$ cat config.mk
export PLATFORM = sky130hd
export DESIGN_NAME = pix_clk_gen_flat
export DESIGN_NICKNAME = d
export VERILOG_FILES = /design/src/rtl/pix_clk_pkg.sv /design/src/rtl/pix_clk_gen_if.sv /design/src/rtl/pix_clk_gen.sv /design/src/flat_wrapper.sv
export SDC_FILE = /design/constraint.sdc
export NUM_CORES = 1
export LEC_CHECK = 0
export ABC_AREA = 1
export CORE_AREA = 2 2 66 68
export DETAILED_ROUTE_END_ITERATION = 12
export DIE_AREA = 0 0 68 70
export MAX_ROUTING_LAYER = met4
export PLACE_DENSITY_LB_ADDON = 0.1
export SLEW_MARGIN = 20
export SYNTH_ARGS = -nofsm -noshare
export SYNTH_HDL_FRONTEND = slang
export SYNTH_SLANG_ARGS = --single-unit
$ cat constraint.sdc
create_clock -name clk -period 8.8 [get_ports clk]
set_clock_uncertainty 0.2 [all_clocks]
set_input_delay 2.2 -clock clk [delete_from_list [all_inputs] [get_ports clk]]
set_output_delay 2.2 -clock clk [all_outputs]
set_load 0.05 [all_outputs]
$ cat src/rtl/pix_clk_pkg.sv
// rtl/pix_clk_pkg.sv - shared types and default constants for the pixel clock generator
package pix_clk_pkg;

    typedef enum logic {
        STOPPED = 1'b0,
        RUN     = 1'b1
    } state_t;

    localparam int CNT_W_DEF       = 8;
    localparam int DEFAULT_DIV_DEF = 10;

endpackage

$ cat src/rtl/pix_clk_gen_if.sv
// rtl/pix_clk_gen_if.sv - run/divisor handshake and clock outputs of pix_clk_gen
// master: drives en, div_in, div_valid; observes div_ready, div_err, clk_pix, pix_ce, cur_div, running
// slave : the generator side of the same signals
interface pix_clk_gen_if #(
    parameter int CNT_W = pix_clk_pkg::CNT_W_DEF
);
    logic             en;
    logic [CNT_W-1:0] div_in;
    logic             div_valid;
    logic             div_ready;
    logic             div_err;
    logic             clk_pix;
    logic             pix_ce;
    logic [CNT_W-1:0] cur_div;
    logic             running;

    modport master (
        output en, div_in, div_valid,
        input  div_ready, div_err, clk_pix, pix_ce, cur_div, running
    );

    modport slave (
        input  en, div_in, div_valid,
        output div_ready, div_err, clk_pix, pix_ce, cur_div, running
    );
endinterface

$ cat src/rtl/pix_clk_gen.sv
// rtl/pix_clk_gen.sv - programmable integer divider producing a pixel clock and clock enable
// Ports: clk, rst (sync, active-high), bus (pix_clk_gen_if.slave):
//   en        run request, stop takes effect at the end of the current period
//   div_in/div_valid/div_ready  divisor offer handshake (ready = no divisor pending)
//   div_err   one-cycle pulse when a divisor below 2 is offered
//   clk_pix   divided clock, high for ceil(cur_div/2) cycles per period
//   pix_ce    high in the first cycle of each clk_pix period
//   cur_div   divisor in effect, running = generator active
module pix_clk_gen
    import pix_clk_pkg::*;
#(
    parameter int CNT_W       = CNT_W_DEF,
    parameter int DEFAULT_DIV = DEFAULT_DIV_DEF
) (
    input  logic           clk,
    input  logic           rst,
    pix_clk_gen_if.slave   bus
);

    localparam logic [CNT_W-1:0] C_ONE   = CNT_W'(1);
    localparam logic [CNT_W-1:0] C_TWO   = CNT_W'(2);
    localparam logic [CNT_W:0]   C_ONE_W = (CNT_W+1)'(1);

    state_t           r_state;
    logic [CNT_W-1:0] r_cnt;
    logic [CNT_W-1:0] r_cur_div;
    logic [CNT_W-1:0] r_pend_div;
    logic             r_pend_valid;
    logic             r_clk_pix;
    logic             r_pix_ce;
    logic             r_div_err;
    logic             r_running;
    logic             r_div_ready;

    logic             w_accept;
    logic             w_legal;
    logic             w_wrap;
    state_t           w_state_nx;
    logic [CNT_W-1:0] w_cnt_nx;
    logic [CNT_W-1:0] w_div_nx;
    logic [CNT_W-1:0] w_pend_div_nx;
    logic             w_pend_valid_nx;
    logic [CNT_W:0]   w_hi_nx;

    always_comb begin
        w_accept        = bus.div_valid && !r_pend_valid;
        w_legal         = (bus.div_in >= C_TWO);
        w_wrap          = (r_cnt == (r_cur_div - C_ONE));
        w_state_nx      = r_state;
        w_cnt_nx        = r_cnt;
        w_div_nx        = r_cur_div;
        w_pend_div_nx   = r_pend_div;
        w_pend_valid_nx = r_pend_valid;

        case (r_state)
            STOPPED: begin
                // No period in flight, so a new divisor can take effect at once.
                w_cnt_nx = '0;
                if (w_accept && w_legal) begin
                    w_div_nx = bus.div_in;
                end
                if (bus.en) begin
                    w_state_nx = RUN;
                end
            end
            RUN: begin
                if (w_wrap) begin
                    w_cnt_nx = '0;
                    if (r_pend_valid) begin
                        w_div_nx        = r_pend_div;
                        w_pend_valid_nx = 1'b0;
                    end
                    // An offer landing on the wrap itself waits for the following wrap.
                    if (w_accept && w_legal) begin
                        w_pend_div_nx   = bus.div_in;
                        w_pend_valid_nx = 1'b1;
                    end
                    if (!bus.en) begin
                        w_state_nx = STOPPED;
                    end
                end else begin
                    w_cnt_nx = r_cnt + C_ONE;
                    if (w_accept && w_legal) begin
                        w_pend_div_nx   = bus.div_in;
                        w_pend_valid_nx = 1'b1;
                    end
                end
            end
            default: w_state_nx = STOPPED;
        endcase

        // High phase length; the extra bit keeps cur_div+1 from overflowing.
        w_hi_nx = ({1'b0, w_div_nx} + C_ONE_W) >> 1;
    end

    always_ff @(posedge clk) begin
        if (rst) begin
            r_state      <= STOPPED;
            r_cnt        <= '0;
            r_cur_div    <= CNT_W'(DEFAULT_DIV);
            r_pend_div   <= '0;
            r_pend_valid <= 1'b0;
            r_clk_pix    <= 1'b0;
            r_pix_ce     <= 1'b0;
            r_div_err    <= 1'b0;
            r_running    <= 1'b0;
            r_div_ready  <= 1'b1;
        end else begin
            r_state      <= w_state_nx;
            r_cnt        <= w_cnt_nx;
            r_cur_div    <= w_div_nx;
            r_pend_div   <= w_pend_div_nx;
            r_pend_valid <= w_pend_valid_nx;
            r_running    <= (w_state_nx == RUN);
            r_pix_ce     <= (w_state_nx == RUN) && (w_cnt_nx == '0);
            r_clk_pix    <= (w_state_nx == RUN) && ({1'b0, w_cnt_nx} < w_hi_nx);
            r_div_err    <= w_accept && !w_legal;
            r_div_ready  <= !w_pend_valid_nx;
        end
    end

    assign bus.div_ready = r_div_ready;
    assign bus.div_err   = r_div_err;
    assign bus.clk_pix   = r_clk_pix;
    assign bus.pix_ce    = r_pix_ce;
    assign bus.cur_div   = r_cur_div;
    assign bus.running   = r_running;

endmodule

$ cat src/flat_wrapper.sv
// flat-port wrapper written by rule: the top's interface ports become plain ports
module pix_clk_gen_flat import pix_clk_pkg::*;
#(
    parameter int CNT_W       = CNT_W_DEF,
    parameter int DEFAULT_DIV = DEFAULT_DIV_DEF
)
  (clk, rst, bus_en, bus_div_in, bus_div_valid, bus_div_ready, bus_div_err, bus_clk_pix, bus_pix_ce, bus_cur_div, bus_running);
  pix_clk_gen_if #(.CNT_W(CNT_W)) bus_i ();
  input  logic clk;
  input  logic rst;
  input wire logic [$bits(bus_i.en)-1:0] bus_en;
  input wire logic [$bits(bus_i.div_in)-1:0] bus_div_in;
  input wire logic [$bits(bus_i.div_valid)-1:0] bus_div_valid;
  output wire logic [$bits(bus_i.div_ready)-1:0] bus_div_ready;
  output wire logic [$bits(bus_i.div_err)-1:0] bus_div_err;
  output wire logic [$bits(bus_i.clk_pix)-1:0] bus_clk_pix;
  output wire logic [$bits(bus_i.pix_ce)-1:0] bus_pix_ce;
  output wire logic [$bits(bus_i.cur_div)-1:0] bus_cur_div;
  output wire logic [$bits(bus_i.running)-1:0] bus_running;
  assign bus_i.en = bus_en;
  assign bus_i.div_in = bus_div_in;
  assign bus_i.div_valid = bus_div_valid;
  assign bus_div_ready = bus_i.div_ready;
  assign bus_div_err = bus_i.div_err;
  assign bus_clk_pix = bus_i.clk_pix;
  assign bus_pix_ce = bus_i.pix_ce;
  assign bus_cur_div = bus_i.cur_div;
  assign bus_running = bus_i.running;
  pix_clk_gen #(.CNT_W(CNT_W), .DEFAULT_DIV(DEFAULT_DIV)) u_core (.clk(clk), .rst(rst), .bus(bus_i));
endmodule
After elaboration in Yosys (flattened, before gate mapping):

Index checks and enable logic that the tools add are counted.

* register bits after elaboration: 30
* bits of input ports: 12
* word-level logic and storage cells: 39

* add/sub/neg operators: 3
* $lt $le $gt $ge: 2
* eq/ne operators: 1
* mux-type cells: 13
* bitwise gates (word level): 1
* reduce and logical (&&, ||, !) cells: 10

Operators with widths (count)
* 2-to-1 mux 8 bit: 4
* case mux 8 bit (2 select lines): 2
* adder 8 x 1 -> 9 bit, second input constant: 1
* adder 8 x 1 -> 8 bit, second input constant: 1
* equality test 8 bit: 1
* >= comparator 8 x 2 -> 1 bit, second input constant: 1
* zero test 8 bit: 1
* less-than comparator 8 bit: 1
* subtractor 8 x 1 -> 8 bit, second input constant: 1
* 2-to-1 mux 1 bit: 6
* logical AND 1 bit: 5
* zero test 1 bit: 3
* case mux 1 bit (2 select lines): 1
* AND reduction 2 bit: 1
* NOT 1 bit: 1

Depth between registers and ports, before layout:

Gate-level depths: netlist of run 1.

* word-level depth: 8
* gate-level depth with buffers: 25
* gate-level depth less buffers: 25

Worst setup path before layout of run 1:

Ideal clock, no wire load.

* kind: input to register
* start point: in bus_div_in[1]
* end point: reg u_core.r_clk_pix (netlist: u_core.bus.clk_pix)
* library setup time: 120 ps
* arrival: 4167 ps
* slack: 4313 ps
* stages: 15
* path buffers: 0
* cell sequence: nor4_1 nand2_1 nand2_1 inv_2 o211ai_1 nand2_2 inv_1 ha_1 nand3_2 nor2_2 nand2_1 ha_1 nand2_1 o211ai_1 a21oi_1

* cells in the longest elaborated chain, start to end: 7

RTL lines
* start: declaration: line flat_wrapper.sv:12 `input wire logic [$bits(bus_i.div_in)-1:0] bus_div_in;`
* >= comparator 8 x 2 -> 1 bit: line pix_clk_gen.sv:47 `w_legal = (bus.div_in >= C_TWO);`
* logical AND 1 bit: line pix_clk_gen.sv:59 `if (w_accept && w_legal) begin`
* 2-to-1 mux 8 bit: line pix_clk_gen.sv:59
* case mux 8 bit (2 select lines): line pix_clk_gen.sv:55 `case (r_state)`
* named net u_core.w_div_nx[0]: line pix_clk_gen.sv:40 `logic [CNT_W-1:0] w_div_nx;`
* adder 8 x 1 -> 9 bit: line pix_clk_gen.sv:93 `w_hi_nx = ({1'b0, w_div_nx} + C_ONE_W) >> 1;`
* less-than comparator 8 bit: line pix_clk_gen.sv:116 `r_clk_pix <= (w_state_nx == RUN) && ({1'b0, w_cnt_nx} < w_hi_nx);`
* logical AND 1 bit: line pix_clk_gen.sv:116
* end signal: assignment: line pix_clk_gen.sv:116
* end: declaration: line pix_clk_gen.sv:29 `logic r_clk_pix;`

The timed path passes the listed nets, and every way through them passes these cells.
A chain may end at the register's enable or synchronous reset.

Worst setup path in the final report of run 1:

* start point: in bus_div_in[3]
* end point: reg u_core.r_clk_pix (netlist: u_core.bus.clk_pix)

The elaborated chain is that of the path after synthesis.

==> results of run 1 <==
[synthesized netlist by cell type]
master	number
xnor2_1	1
ha_1	10
inv_4	1
nor2_2	6
nand3_4	1
nand2_2	14
or2_2	4
nand3_2	4
o221a_2	3
o211ai_1	6
a211oi_1	3
xnor2_2	1
o21ai_0	13
o21ai_1	1
nor4_1	1
xor2_1	6
nor3_1	5
nand3_1	27
nand2_4	3
dfxtp_1	30
inv_1	38
nor2_4	7
a21oi_1	8
clkbuf_1	6
nor2_1	44
clkinv_1	1
inv_2	6
or3_1	2
buf_4	1
or2_1	1
nand4_1	13
nand2_1	98
[state kept, by name, indices dropped and copies added, names as in the netlist]
name and flops:
u_core.r_pend_div 8, u_core.bus.clk_pix 1, u_core.bus.cur_div 8, u_core.r_pend_valid 1
u_core.bus.div_err 1, u_core.bus.div_ready 1, u_core.bus.pix_ce 1, u_core.r_cnt 8
u_core.bus.running 1
[cell type report]
class | instances | area (um^2) | share of cell area (%)
clock buffer | 7 | 86.3 | 3.19
clock inverter | 1 | 5.00 | 0.185
inverter | 46 | 175 | 6.47
multi-input combinational | 282 | 1530 | 56.7
sequential | 30 | 601 | 22.2
tap | 52 | 65.1 | 2.40
timing repair buffer | 24 | 240 | 8.88
[report_power, final]
group | switching (W) | total [W] | internal [W] | leakage (nW)
registers | 0.0000135 | 0.000157 | 0.000144 | 0.246
clock network | 0.0000506 | 0.000114 | 0.0000630 | 0.0482
logic | 0.0000916 | 0.000139 | 0.0000477 | 0.986
[path summary, 6_finish.rpt]
check / from / endpoint / slack [ps] / cells past startpoint
min: u_core.r_pend_div[4] / u_core.r_pend_div[4] / 290 / 2
max reg2reg: u_core.bus.cur_div[1] / u_core.bus.clk_pix / 5330 / 20
min reg2reg: u_core.r_pend_div[4] / u_core.r_pend_div[4] / 290 / 2
max: bus_div_in[3] / u_core.bus.clk_pix / 3910 / 16
[routing by layer]
layer  routed length, um  track usage [%]  share of wire [%]
met3                 432             5.48                7.1
met2                2730             41.7                 45
met5                   0                -                  0
met4                 128             10.4                2.1
met1                2820             42.4                 46
[through the flow]
stage                     total power (W)  hold slack [ps]  area (um^2)
after detailed placement         0.000299              286         2620
after global placement           0.000297              285         2620
final                            0.000410              294         2710
after global routing             0.000437              327         2710
after CTS                        0.000411              297         2710
after floorplan                  0.000260              254         2340
[tightest hold or removal path: cells and delay by family (launching register included)]
kind,cells,cell delay (ps)
AOI/OAI and AO/OA,1,60
DFF,1,320
buffers and inverters,1,70
[cells by family (layout without fill, tap and decap cells)]
family          Yosys count  after routing  share of synthesized area [%]
xor+xnor                  8              8                           3.32
buf+inv                  53             78                           8.77
simple gates            230            230                           47.9
fa+ha+maj                10             10                           5.35
compound gates           34             34                           9.04
flops                    30             30                           25.7
==> metrics.yaml, run 1 <==
run_status:
  status: "complete, no violations"
power_and_ir_drop:
  vdd_ir_drop_max_uv: 98.4
  powerDensity_nw_per_um2: 152
  p_leak_nw: 1.28
sta:
  slew_violations: 0
  rsz0062_at_grt: "false"
  finalSetupViolCount: 0
  fmax_ghz: 0.205
  setup_tns_ps: 0
  tightest_slew_ps: 788
  period_share_pct: 55.5
  hold_viol: 0
  fin_crit_ps: 4890
  worst_slack_ps: 3910
  maxSlewHeadroom_pct: 47.3
clock_tree:
  cts_sinks: 30
  numCtsBuffers: 5
  clkTransAtPathRegs_ps: 60
  clk_latency_ps: 280
  cts_setup_buffers: 0
  hold_buffers: 0
  clockBufferDepth: 2
  root_buffer: "clkbuf_8"
  cts_resized: 0
  cts_tree: "yes"
  htreeDepth: 2
floorplanning:
  ios: 25
  coreArea_um2: 4140
  die_h_um: 70
  die-area_um2: 4760
  die_w_um: 68
  rows: 24
  start_util_pct: 56.5
setup_path:
  worstPathCellList: "clkdlybuf4s50_1 -> nor4_1 -> nand2_1 -> nand2_1 -> inv_2 -> o211ai_1 -> nand2_2 -> inv_1 -> ha_1 -> nand3_2 -> nor2_2 -> nand2_1 -> ha_1 -> a21oi_1 -> o211ai_1 -> a21oi_1"
  crit_type: "in2reg"
  slowest_delay_ps: 470
  cp.required_ps: 8820
  start_kind: "input port"
  critical_path.top_delay_family: "simple AND/OR/NAND/NOR gates"
  crit_path_max_fanout: 9
  worst-path-buf-inv: 3
  crit_arrival_ps: 4900
  critPathSlowestCell: "clkdlybuf4s50_1"
  endpoint_kind: "flip-flop"
  crit_path_frequent_cell: "nand2_1"
routing:
  wl_per_cell_um: 13.8
  route.detailed.drc: 0
  drtAntennaViolNets: 0
  drtPass1Iterations: 4
  avgViaCountPerCell: 5.45
  first_iter_violations: 155
  routed_wl_mm: 6.10
  via_count: 2408
place:
  gp_congestion: 0.947
  place_inst: 434
  hpwl_mm: 4.86
  dp_slack_ps: 3640
  io_buffers: 24
flow_run:
  cap_violations: 0
layout:
  area_growth_pct: 15.7
  diodes: 0
  final_nets: 411
  drive_gt1_share_pct: 14.6
  final_cell_mix: "98 x nand2_1, 44 x nor2_1, 38 x inv_1"
  layout_commonest_cell: "nand2_1"
  fillers: 403
  finalNonFillerCells: 442
  utilization_pct: 65.3
synth:
  avgSynthCellArea_um2: 6.41
  syn_area_um2: 2340
  synth_top_area_cell: "dfxtp_1"
  ys_types: 32
  ys_ff_latch: 30
  ys_seq_area_share_pct: 25.7
  synth_nets: 387
  synthTopCellsByArea: "dfxtp_1 26%, nand2_1 16%, nor2_1 7.1%"
  synth_top_area_share_pct: 25.7
  postSynthCellCount: 365
  synth_warnings: 0
worst_hold_path:
  worstHoldPathType: "reg2reg"
grt:
  grt_usage_pct: 29.7
  grt.overflow.total: 0
  grt_pass1_wl_mm: 10.3
  grt_pass1_vias: 2158
  antenna_found_initial: 0
  grt_max_degree: 21
(Power assumes the default switching activity.)
==> inputs of run 2 (changes only) <==
Settings changed: CORE_AREA 2 2 66 68 to 2 2 68 70, DIE_AREA 0 0 68 70 to 0 0 70 72.
Clock period 8.8 ns to 5.15 ns, I/O delays scaled along.
==> metrics.yaml, run 2 (same netlist as run 1, synthesis figures left out) <==
setup_path:
  crit_path_frequent_cell: "nand2_1"  # unchanged
  cp.required_ps: 5160  # was 8820 ps
  worstPathCellList: "clkdlybuf4s50_1 -> nor4_1 -> nand2_1 -> nand2_1 -> inv_2 -> o211ai_1 -> nand2_2 -> inv_1 -> ha_1 -> nand3_2 -> nor2_2 -> nand2_1 -> ha_1 -> a21oi_1 -> o211ai_1 -> a21oi_1"  # unchanged
  worst-path-buf-inv: 3  # unchanged
  reg2reg_from: "u_core.bus.cur_div[0]"  # was u_core.bus.cur_div[1]
  critical_path.top_delay_family: "simple AND/OR/NAND/NOR gates"  # unchanged
  start_kind: "input port"  # unchanged
  critPathSlowestCell: "clkdlybuf4s50_1"  # unchanged
  slowest_delay_ps: 430  # was 470 ps
  crit_path_max_fanout: 9  # unchanged
  endpoint_kind: "flip-flop"  # unchanged
  crit_path_start: "bus_div_in[2]"  # was bus_div_in[3]
  crit_type: "in2reg"  # unchanged
  crit_arrival_ps: 4010  # was 4900 ps
clock_tree:
  cts_resized: 0  # unchanged
  hold_buffers: 0  # unchanged
  numCtsBuffers: 5  # unchanged
  clkTransAtPathRegs_ps: 60  # about the same
  htreeDepth: 2  # unchanged
  cts_tree: "yes"  # unchanged
  cts_sinks: 30  # unchanged
  cts_setup_buffers: 0  # unchanged
  clk_latency_ps: 280  # about the same
  root_buffer: "clkbuf_8"  # unchanged
  clockBufferDepth: 2  # unchanged
power_and_ir_drop:
  p_leak_nw: 1.27  # was 1.28 nW
  vdd_ir_drop_max_uv: 150  # was 98.4 uV
  powerDensity_nw_per_um2: 253  # was 152 nW/um^2
layout:
  seq_area_um2: 601  # unchanged
  diodes: 0  # unchanged
  area_growth_pct: 15.0  # was 15.7%
  layout_commonest_cell: "nand2_1"  # unchanged
  final_nets: 411  # unchanged
  final_cell_mix: "98 x nand2_1, 44 x nor2_1, 38 x inv_1"  # unchanged
  multi_input_area_um2: 1530  # unchanged
  design_area_um2: 2690  # was 2710 um^2
  drive_gt1_share_pct: 14.1  # was 14.6%
  fillers: 418  # was 403
flow_run:
  cap_violations: 0  # unchanged
worst_hold_path:
  hp-start: "u_core.r_pend_div[5]"  # was u_core.r_pend_div[4]
  worstHoldPathType: "reg2reg"  # unchanged
grt:
  grt_usage_pct: 26.3  # was 29.7%
  grt.overflow.total: 0  # unchanged
  antenna_found_initial: 0  # unchanged
  grt_max_degree: 21  # unchanged
  grt_pass1_wl_mm: 10.2  # was 10.3 mm
  grt_pass1_vias: 2186  # was 2158
floorplanning:
  coreArea_um2: 4260  # was 4140 um^2
  start_util_pct: 54.9  # was 56.5%
  die_h_um: 72  # was 70 um
  die-area_um2: 5040  # was 4760 um^2
  rows: 24  # unchanged
  die_w_um: 70  # was 68 um
  ios: 25  # unchanged
sta:
  period_share_pct: 77.7
  setup_tns_ps: 0  # unchanged
  hold_viol: 0  # unchanged
  slew_violations: 0  # unchanged
  fmax_ghz: 0.250
  tightest_slew_ps: 869  # was 788 ps
  maxSlewHeadroom_pct: 41.9  # was 47.3%
  fin_crit_ps: 4000
  rsz0062_at_grt: "false"  # unchanged
  finalSetupViolCount: 0  # unchanged
run_status:
  status: "complete, no violations"  # unchanged
routing:
  route.detailed.drc: 0  # unchanged
  wl_per_cell_um: 13.5  # was 13.8 um
  via_count: 2325  # was 2408
  first_iter_violations: 226  # was 155
  avgViaCountPerCell: 5.27  # was 5.45
  drtPass1Iterations: 5  # was 4
  routed_wl_mm: 5.95  # was 6.10 mm
  drtAntennaViolNets: 0  # unchanged
place:
  io_buffers: 24  # unchanged
  gp_congestion: 0.920  # was 0.947
  hpwl_mm: 4.72  # was 4.86 mm
  placed_cell_area_um2: 2620  # unchanged
## run 2: cell count changes in the layout (fill, tap and decap cells not counted)
cell      previous run  this run
clkbuf_1             1         2
clkbuf_8             6         5
clkinv_2             1         0
## run 2: worst min-delay path, cell delays in order, from the launching register on
cell and delay (ps):
dfxtp_1 310, inv_1 60, a211oi_1 60
## run 2: area by class of cell
cell class                      count  area share [%]
Inverter                           46            6.51
Clock buffer                        7            2.84
Multi-Input combinational cell    282            57.0
Timing Repair Buffer               24            8.93
Sequential cell                    30            22.3
Tap cell                           52            2.42
## run 2: metal layers
layer,GRT usage [%],share of wire [%],vias up
li1,-,-,1227
met2,42.8,47,67
met3,2.92,5.7,7
met5,-,0,-
met4,8.76,1.2,0
met1,34.4,46,1024
## run 2: final timing paths
path	cells past startpoint	endpoint	slack [ps]
setup / recovery	16	u_core.bus.clk_pix	1150
hold / removal	2	u_core.r_pend_div[5]	290
setup reg to reg	20	u_core.bus.clk_pix	1710
hold reg to reg	2	u_core.r_pend_div[5]	290
## run 2: stage by stage
step | cells | hold WS, ps | util [%] | total power [W] | worst slack, ps
global route | 441 | 321 | 63.1 | 0.000722 | 684
detailed placement | 434 | 284 | 61.3 | 0.000507 | 869
CTS | 441 | 294 | 63.1 | 0.000683 | 1160
finish | 441 | 290 | 63.1 | 0.000682 | 1150
floorplan | 365 | 254 | - | 0.000445 | 1580
global placement | 434 | 288 | 61.3 | 0.000505 | 969
## run 2: power by group
| group | internal, W | switching [W] |
|---|---|---|
| Sequential | 0.000246 | 0.0000216 |
| Combinational | 0.0000815 | 0.000156 |
| Clock | 0.0000928 | 0.0000843 |
| Total | 0.000420 | 0.000262 |
==> inputs of run 3 (changes only) <==
Clock period 5.15 ns to 3.7 ns, I/O delays scaled along.
==> metrics.yaml, run 3 (same netlist as run 1, synthesis figures left out) <==
run_status:
  status: "complete, no violations"  # unchanged
power_and_ir_drop:
  powerDensity_nw_per_um2: 352  # was 253 nW/um^2
  total_power_w: 0.000999  # was 0.000682 W
  vdd_ir_drop_max_uv: 297  # was 150 uV
  p_leak_nw: 1.35  # was 1.27 nW
sta:
  fin_crit_ps: 3440
  fmax_ghz: 0.291
  setup_tns_ps: 0  # unchanged
  slew_violations: 0  # unchanged
  finalSetupViolCount: 0  # unchanged
  period_share_pct: 93.0
  hold_viol: 0  # unchanged
  maxSlewHeadroom_pct: 53.1  # was 41.9%
  tightest_slew_ps: 702  # was 869 ps
  rsz0062_at_grt: "false"  # unchanged
layout:
  drive_gt1_share_pct: 18.8  # was 14.1%
  layout_commonest_cell: "nand2_1"  # unchanged
  utilization_pct: 66.5  # was 63.1%
  fillers: 409  # was 418
  diodes: 0  # unchanged
  final_nets: 425  # was 411
  final_cell_mix: "97 x nand2_1, 44 x nor2_1, 38 x inv_1"  # was 98 x nand2_1, 44 x nor2_1, 38 x inv_1
  seq_area_um2: 601  # unchanged
  area_growth_pct: 21.1  # was 15.0%
  multi_input_area_um2: 1550  # was 1530 um^2
worst_hold_path:
  worstHoldPathType: "reg2reg"  # unchanged
  min_path_cells: 2  # unchanged
setup_path:
  slowest_delay_ps: 430  # about the same
  crit_path_frequent_cell: "nand2_1"  # unchanged
  rrSetupSlack_ps: 340  # was 1710 ps
  start_kind: "input port"  # unchanged
  worstPathCellList: "clkdlybuf4s50_1 -> nor4_2 -> nand2_1 -> nand2_2 -> buf_4 -> o21ai_0 -> or2_2 -> nand2_1 -> nand2_2 -> nor2_4 -> nand2_1 -> nand2_1 -> nand2_1 -> ha_1 -> nand2_1 -> o211ai_1 -> a21oi_1"  # was clkdlybuf4s50_1 -> nor4_1 -> nand2_1 -> nand2_1 -> inv_2 -> o211ai_1 -> nand2_2 -> inv_1 -> ha_1 -> nand3_2 -> nor2_2 -> nand2_1 -> ha_1 -> a21oi_1 -> o211ai_1 -> a21oi_1
  critical_path.top_delay_family: "simple AND/OR/NAND/NOR gates"  # unchanged
  worst-path-buf-inv: 2  # was 3
  endpoint_kind: "flip-flop"  # unchanged
  crit_path_max_fanout: 7  # was 9
  worstSetupPathDepth: 17  # was 16
  crit_type: "in2reg"  # unchanged
  critPathSlowestCell: "clkdlybuf4s50_1"  # unchanged
  crit_arrival_ps: 3410  # was 4010 ps
  reg2regPathDepth: 22  # was 20
  cp.required_ps: 3670  # was 5160 ps
clock_tree:
  hold_buffers: 0  # unchanged
  clockBufferDepth: 2  # unchanged
  clk_latency_ps: 290  # was 280 ps
  cts_sinks: 30  # unchanged
  numCtsBuffers: 5  # unchanged
  cts_tree: "yes"  # unchanged
  root_buffer: "clkbuf_8"  # unchanged
  clkTransAtPathRegs_ps: 70  # was 60 ps
  htreeDepth: 2  # unchanged
grt:
  grt.overflow.total: 0  # unchanged
  antenna_found_initial: 0  # unchanged
  grt_pass1_vias: 2303  # was 2186
  grt_max_degree: 21  # unchanged
  grt_usage_pct: 27.4  # was 26.3%
  grt_pass1_wl_mm: 10.7  # was 10.2 mm
routing:
  route.detailed.drc: 0  # unchanged
  drtAntennaViolNets: 0  # unchanged
  via_count: 2434  # was 2325
  drtPass1Iterations: 5  # unchanged
  wl_per_cell_um: 13.5  # about the same
  avgViaCountPerCell: 5.34  # was 5.27
  first_iter_violations: 172  # was 226
  routed_wl_mm: 6.18  # was 5.95 mm
floorplanning:
  rows: 24  # unchanged
  die_h_um: 72  # unchanged
  coreArea_um2: 4260  # unchanged
  ios: 25  # unchanged
  start_util_pct: 54.9  # unchanged
  die_w_um: 70  # unchanged
  die-area_um2: 5040  # unchanged
place:
  gp_congestion: 0.936  # was 0.920
  io_buffers: 24  # unchanged
  hpwl_mm: 4.90  # was 4.72 mm
flow_run:
  cap_violations: 0  # unchanged
run 3: timing repair:
| action | in CTS | in global routing |
|---|---|---|
| gates resized for setup | 0 | 4 |
| setup endpoints to repair | 0 | 1 |
| buffers inserted | 0 | 0 |
run 3: final cells by class:
cell class / instances / share of cell area [%]
inverter: 46 / 6.18
sequential: 30 / 21.2
clock inverter: 2 / 0.442
multi-input combinational: 282 / 54.8
clock buffer: 6 / 2.91
tap: 52 / 2.30
timing repair buffer: 38 / 12.2
run 3: worst min-delay path, stage by stage (launching register included):
cell and delay (ps):
dfxtp_1 310, inv_1 70, a211oi_1 60
run 3: power by group:
group	internal (W)	switching (W)
logic	0.000131	0.000224
clock network	0.000149	0.000124
registers	0.000343	0.0000277
total	0.000622	0.000376
run 3: through the flow:
| stage | std cells | cell area [um^2] | setup slack, ps | hold WS, ps |
|---|---|---|---|---|
| global placement | 448 | 2720 | -38.7 | 289 |
| CTS | 456 | 2820 | 189 | 295 |
| floorplan | 365 | 2340 | 244 | 254 |
| detailed placement | 448 | 2720 | -93.8 | 284 |
| finish | 456 | 2830 | 261 | 290 |
| global route | 456 | 2830 | 3.25 | 315 |
run 3: path summary, 6_finish.rpt:
kind	startpoint	to
worst min register to register	u_core.r_pend_div[5]	u_core.r_pend_div[5]
worst min-delay path	u_core.r_pend_div[5]	u_core.r_pend_div[5]
worst max-delay path	bus_div_in[1]	u_core.bus.clk_pix
worst max register to register	u_core.bus.cur_div[0]	u_core.bus.clk_pix
run 3: metal layers:
layer | wire [um] | share of wire (%) | GRT usage (%)
met3 | 361 | 5.8 | 4.72
met2 | 2810 | 45 | 43.3
met5 | 0 | 0 | -
met4 | 102 | 1.7 | 8.55
met1 | 2910 | 47 | 36.2
